==> src/rtl/sseg_scan_decoder.sv <==
// Seven-segment scan decoder: watches a multiplexed 4-digit display bus and rebuilds the hex frame.
// Latency: a digit registered at edge k is sampled at edge k+SETTLE; frame_tick is high the cycle after.
// Backpressure: none; the consumer must capture hex/dp/err while frame_tick is high.
//
// Ports:
//   clk, reset      rising-edge clock, asynchronous active-high reset
//   an[3:0]         active-low digit enables (an[i]=0 selects digit i)
//   sseg[7:0]       active-low segments, [7]=dp, [6:0]=a..g
//   hex[15:0]       decoded frame, digit i in hex[4i+3:4i]
//   dp[3:0]         active-high decimal points of the frame
//   err[3:0]        err[i]=1 when digit i's pattern is not a hex glyph
//   frame_tick      one-cycle pulse when hex/dp/err update
module sseg_scan_decoder #(
  parameter int SETTLE = 4
) (
  input  logic        clk,
  input  logic        reset,
  input  logic [3:0]  an,
  input  logic [7:0]  sseg,
  output logic [15:0] hex,
  output logic [3:0]  dp,
  output logic [3:0]  err,
  output logic        frame_tick
);

  localparam int CW = (SETTLE < 1) ? 1 : $clog2(SETTLE + 1);
  localparam logic [CW-1:0] CNT_MAX = CW'(SETTLE);
  localparam logic [CW-1:0] CNT_PRE = CW'(SETTLE - 1);

  // Returns {no_match, nibble}; unknown patterns decode to nibble 0.
  function automatic logic [4:0] decode(input logic [6:0] p);
    logic [4:0] r;
    case (p)
      7'b0000001: r = 5'h00;
      7'b1001111: r = 5'h01;
      7'b0010010: r = 5'h02;
      7'b0000110: r = 5'h03;
      7'b1001100: r = 5'h04;
      7'b0100100: r = 5'h05;
      7'b0100000: r = 5'h06;
      7'b0001111: r = 5'h07;
      7'b0000000: r = 5'h08;
      7'b0000100: r = 5'h09;
      7'b0001000: r = 5'h0A;
      7'b1100000: r = 5'h0B;
      7'b0110001: r = 5'h0C;
      7'b1000010: r = 5'h0D;
      7'b0110000: r = 5'h0E;
      7'b0111000: r = 5'h0F;
      default:    r = 5'h10;
    endcase
    return r;
  endfunction

  logic [3:0]    an_reg;
  logic [7:0]    sseg_reg;
  logic [CW-1:0] cnt;
  logic [3:0]    seen;
  logic [15:0]   buf_hex;
  logic [3:0]    buf_dp;
  logic [3:0]    buf_err;

  logic          in_change;
  logic          onehot;
  logic          sample;
  logic [3:0]    sel;
  logic [4:0]    dec;
  logic [15:0]   nxt_hex;
  logic [3:0]    nxt_dp;
  logic [3:0]    nxt_err;
  logic [3:0]    nxt_seen;

  always_comb begin
    in_change = ({an, sseg} != {an_reg, sseg_reg});
    sel       = ~an_reg;
    // Exactly one digit enabled: sel non-zero and a power of two.
    onehot    = (sel != 4'b0000) && ((sel & (sel - 4'b0001)) == 4'b0000);
    // The SETTLE-1 -> SETTLE step happens once per dwell; a change edge
    // resets the count instead, so it never samples.
    sample    = !in_change && (cnt == CNT_PRE) && onehot;
    dec       = decode(sseg_reg[6:0]);
    nxt_hex   = buf_hex;
    nxt_dp    = buf_dp;
    nxt_err   = buf_err;
    nxt_seen  = seen | sel;
    // sel is one-hot whenever the result is used, so it doubles as the slot mask.
    for (int i = 0; i < 4; i++) begin
      if (sel[i]) begin
        nxt_hex[4*i +: 4] = dec[3:0];
        nxt_dp[i]         = ~sseg_reg[7];
        nxt_err[i]        = dec[4];
      end
    end
  end

  always_ff @(posedge clk or posedge reset) begin
    if (reset) begin
      an_reg     <= 4'hF;
      sseg_reg   <= 8'hFF;
      cnt        <= '0;
      seen       <= 4'b0000;
      buf_hex    <= 16'h0000;
      buf_dp     <= 4'b0000;
      buf_err    <= 4'b0000;
      hex        <= 16'h0000;
      dp         <= 4'b0000;
      err        <= 4'b0000;
      frame_tick <= 1'b0;
    end else begin
      frame_tick <= 1'b0;

      if (in_change) begin
        an_reg   <= an;
        sseg_reg <= sseg;
        cnt      <= '0;
      end else if (cnt != CNT_MAX) begin
        cnt <= cnt + CW'(1);
      end

      if (sample) begin
        buf_hex <= nxt_hex;
        buf_dp  <= nxt_dp;
        buf_err <= nxt_err;
        if (nxt_seen == 4'hF) begin
          // Completing digit is folded into the published frame.
          hex        <= nxt_hex;
          dp         <= nxt_dp;
          err        <= nxt_err;
          frame_tick <= 1'b1;
          seen       <= 4'b0000;
        end else begin
          seen <= nxt_seen;
        end
      end
    end
  end

endmodule
==> config.mk <==
export PLATFORM = sky130hd
export DESIGN_NAME = sseg_scan_decoder
export DESIGN_NICKNAME = d
export VERILOG_FILES = /design/src/rtl/sseg_scan_decoder.sv
export SDC_FILE = /design/constraint.sdc
export NUM_CORES = 1
export LEC_CHECK = 0
export ABC_AREA = 1
export BUFFER_PORTS_ARGS = -buffer_cell sky130_fd_sc_hd__buf_4
export CAP_MARGIN = 5
export CORE_AREA = 2 2 82 84
export DETAILED_ROUTE_END_ITERATION = 8
export DIE_AREA = 0 0 84 86
export PLACE_DENSITY = 0.77
export SLEW_MARGIN = 20
export SYNTH_ARGS = -nofsm -noshare
export SYNTH_HDL_FRONTEND = slang
export SYNTH_SLANG_ARGS = --single-unit
==> constraint.sdc <==
create_clock -name clk -period 2.3 [get_ports clk]
set_input_delay 0.23 -clock clk [delete_from_list [all_inputs] [get_ports clk]]
set_output_delay 0.23 -clock clk [all_outputs]
set_load 0.05 [all_outputs]
# After elaboration in Yosys (flattened, before gate mapping)
# Index checks and enable logic that the tools add are counted.
op_classes:
  n_mux: 18
  n_bitwise: 4
  n_addsub: 2
  n_reduce_logical: 9
  eq_ne: 19
ops:
  columns: ["operator", "n"]
  rows:
  - ["5-bit case mux with 16 select lines", 1]
  - ["7-bit by 6-bit == test with 1-bit output (second input constant)", 5]
  - ["7-bit == test (second input constant)", 4]
  - ["4-bit 2-to-1 mux", 5]
  - ["7-bit by 3-bit == test with 1-bit output (second input constant)", 2]
  - ["7-bit by 4-bit == test with 1-bit output (second input constant)", 2]
  - ["12-bit inequality test", 1]
  - ["1-bit 2-to-1 mux", 10]
  - ["7-bit by 1-bit == test with 1-bit output (second input constant)", 1]
  - ["7-bit by 5-bit == test with 1-bit output (second input constant)", 1]
  - ["7-bit logical NOT", 1]
  - ["3-bit 2-to-1 mux", 2]
  - ["4-bit bitwise AND", 1]
  - ["4-bit == test (second input constant)", 1]
  - ["4-bit logical NOT", 1]
  - ["4-bit inverter", 1]
  - ["4-bit OR", 1]
  - ["4-bit nonzero test", 1]
  - ["4-bit by 1-bit subtractor with 4-bit output (second input constant)", 1]
  - ["3-bit by 1-bit adder with 3-bit output (second input constant)", 1]
  - ["3-bit by 2-bit == test with 1-bit output (second input constant)", 1]
  - ["1-bit logical AND", 3]
  - ["3-bit inequality test (second input constant)", 1]
  - ["2-bit AND reduction", 1]
  - ["other kinds (3)", 3]
totals:
  output_inout_bits: 25
  wordCells: 63
  register_bits: 68
  inputBits: 14

# Logic depth before layout (Yosys ltp)
logic_depth:
  ltp_word: 7
  mapped_depth: 12
  ltp_nobuf: 12

# Worst setup path after synthesis
# OpenSTA, ideal clock, no wires.
synth_path:
  path_type: "reg2reg"
  startpoint: "reg an_reg[3]"
  endpoint: "reg hex[0]"
  path_stages_with_launch: 12
  path_buffers: 3
  arrival_time_ns: 1.639
  path_slack_ns: 0.596
  setup_time_ns: 0.065
  required_ns: 2.235
  period_less_slack_ns: 1.704
  path_cell_list: "dfstp_2 -> buf_4 -> inv_1 -> buf_6 -> nand2_1 -> nand3_1 -> nor2_1 -> nand4_2 -> nor2_4 -> buf_6 -> nand2_1 -> nand2_1"
synth_between:
  elab_chain_cells: 7
  elab_cells_between_ends: 13
  cone_classes: "add/sub (1); eq/ne (2); bitwise (3); reduce/logical (7)"
synth_rtl:
  columns: ["element", "line", "source"]
  rows:
  - ["start: declaration", "55", "logic [3:0] an_reg;"]
  - ["start signal: assignment", "113", "an_reg <= an;"]
  - ["4-bit inverter", "75", "sel = ~an_reg;"]
  - ["4-bit by 1-bit subtractor with 4-bit output", "77", "onehot = (sel != 4'b0000) && ((sel & (sel - 4'b0001)) == 4'b0000);"]
  - ["4-bit bitwise AND", "77", null]
  - ["4-bit logical NOT", "77", null]
  - ["1-bit logical AND", "77", null]
  - ["1-bit logical AND", "80", "sample = !in_change && (cnt == CNT_PRE) && onehot;"]
  - ["2-bit AND reduction (no source line) *", null, null]
  - ["end signal: assignment", "126", "hex <= nxt_hex;"]
  - ["end: declaration", "20", "output logic [15:0] hex,"]
# Mark *: on every way between the ends. The rest lies on a longest branch, timed or not.
# A chain may end at the register's enable or synchronous reset.

# Worst setup path after layout
layout_path:
  startpoint: "reg an_reg[3]"
  endpoint: "reg hex[2]"
# The elaborated chain is that of the path after synthesis.

==> flow_summary.ini <==
[outcome]
status = finished, final reports clean

[floorplan]
die_y_um = 86
ios = 39
initial_core_util = 0.578
core_sq_mm = 0.00628
rows = 29
chipWidth_um = 84
die_area_sq_mm = 0.00722

[detailed_routing]
vias_per_cell = 4.89
firstDrtPassIters = 4
wl_per_cell_um = 12.4
drcViolationCount = 0
finalWirelength_mm = 8.08
antenna_left = 0
drt_iter0_drc = 199
dr_total_vias = 3200

[worst_setup_path]
path_depth = 10
crit-reg2reg-launch = an_reg[3]
cp_max_fo = 13
cp-end-kind = flop
worst_path_dominant_cell_family = simple AND/OR/NAND/NOR gates
worstPathRequired_ns = 2.59
reg2reg_depth = 10
reg2reg_slack_ns = 0.28
arrival_ns = 2.31
endpoint = hex[2]
cp.buffers_inverters = 1
startpoint = an_reg[3]
rr_endpoint = hex[2]
crit_slowest_cell = dfstp_2
crit_type = flop to flop
path_common_cell = nand2_1
path_cells = inv_1 -> nand2_1 -> nand2_1 -> nor2_1 -> nand2_1 -> nor2_2 -> nand4_2 -> nor2_4 -> nand2_1 -> nand2_1
start_kind = flop
critical-path-max-stage-delay_ns = 0.65

[synth]
synthesis.area_sq_mm = 0.00363
synth_cell_types = 28
syn_inst = 527
synth_flop_cell = dfrtp_1
synth_warnings = 0
ys_seq_area_frac = 0.473
async_flop_share = 1.00
syn_area_per_cell_sq_um = 6.89
ys_ff_latch = 68
synth_edf_count = 0
syn_nets = 544

[finish]
layout_commonest_cell = nand2_1
drive_above_1_share = 0.159
area_growth_pct = 19.4
antennaDiodeCount = 0
fin_nets = 589
final_core_util = 0.690
design_area_sq_mm = 0.00433
final_cell_mix = nand2_1, inv_1, dfrtp_1, nor2_1, buf_4
instances_no_fill = 654

[place]
portBuffers = 38
dp_cells = 627
placed_area_sq_mm = 0.00397
routabilityCongestion = 0.933
place_ws_ns = 0.323
dp_hpwl_mm = 5.71

[clocking]
numCtsBuffers = 9
cts_sinks = 68
htreeDepth = 3
postCtsHoldBufs = 11
cts-root-buf = clkbuf_8
cts_buffer_depth = 2
cts_setup_buffers = 0
cts_tree = done
ctsResizeCount = 0
path_clk_slew_ns = 0.08
clock_latency_ns = 0.35

[power_and_ir_drop]
pwr_density_cell_mw_per_mm2 = 611
vdd_drop_max_uv = 472
p_leak_nw = 2.52
power_mw = 2.65

[global_routing]
grtUsageMet1 = 0.304
grt-busiest-layer = met2
grt_usage = 0.243
antenna_found_initial = 0
grt_use_met3 = 0.0549
grt_max_degree = 69
grtUsageMet2 = 0.414
grt_pass1_vias = 3074
grt-ovfl-total = 0
grt_pass1_wl_mm = 13.9

[sta]
fin_crit_ns = 2.02
finalMaxSlewViolations = 0
rsz0062_at_grt = false
setup_viol_count_final = 0
fmax_mhz = 496
totalNegativeSetupSlack_ns = 0
worstMarginPinSlew_ns = 0.353
hold_slack_ns = 0.0184
fin_crit_sh = 0.877
skew_ns = 0.00713
max_slew_margin = 0.763
setup_slack_ns = 0.282
hold_violations = 0

[hold_path]
hp-class = input port to flop

[job]
maxCapViolCount = 0
-- synthesized netlist by cell type, types with 3 or more instances --
cell type	number	area, sq um
nor3_1	4	20.0
o21ai_0	12	60.1
dfstp_2	12	315
nand2_1	250	938
inv_2	5	18.8
o21ai_1	5	25.0
buf_2	6	30.0
nor2_1	53	199
xnor2_1	3	26.3
or2_2	3	18.8
nor2_2	3	18.8
nand4_1	3	18.8
inv_1	59	221
ha_1	3	37.5
nand3_1	12	60.1
a21oi_1	10	50.1
clkbuf_1	15	56.3
dfrtp_1	56	1400
-- routing by layer --
metal / vias to the layer above / share of wire
met5: - / 0
met4: 0 / 0.019
met3: 15 / 0.044
met2: 78 / 0.49
met1: 1451 / 0.44
li1: 1656 / -
-- worst min-delay path by stage --
stage,from,slack [ns],to,depth (start not counted)
global placement,reset,0.34,hex[7],3
CTS,an[2],0.003,an_reg[2],1
finish,an[2],0.02,an_reg[2],1
global route,an[2],0.004,an_reg[2],1
detailed placement,reset,0.35,buf_hex[1],3
floorplan,an[0],0.31,an_reg[0],1
-- report_power, final --
group | switching [mW] | total [mW] | internal (mW)
combinational | 0.126 | 0.199 | 0.0725
clock | 0.465 | 1.21 | 0.749
sequential | 0.0203 | 1.24 | 1.22
total | 0.611 | 2.65 | 2.04
-- cells by family (layout without fill, tap and decap cells) --
logic type | Yosys count | count (layout) | share of synthesized area
and+or+nand+nor | 333 | 333 | 0.364
buffers and inverters | 90 | 140 | 0.101
DFF | 68 | 68 | 0.473
AOI/OAI and AO/OA | 29 | 29 | 0.0414
xor gates and xnor gates | 4 | 4 | 0.00966
adders and majority gates | 3 | 3 | 0.0103
-- final cells by class --
class                      count  area [sq um]
clock buffer                  10           138
clock inverter                 6           111
fill                         514          1940
inverter                      65           244
multi-input combinational    369          1540
sequential                    68          1720
tap                           77          96.3
timing repair buffer          59           483
-- worst reg2reg max path, cell delays in order, from the launching register on --
cell	delay (ns)
dfstp_2	0.65
inv_1	0.15
nand2_1	0.08
nand2_1	0.06
nor2_1	0.10
nand2_1	0.07
nor2_2	0.16
nand4_2	0.19
nor2_4	0.31
nand2_1	0.12
nand2_1	0.09
(Power assumes the default switching activity.)
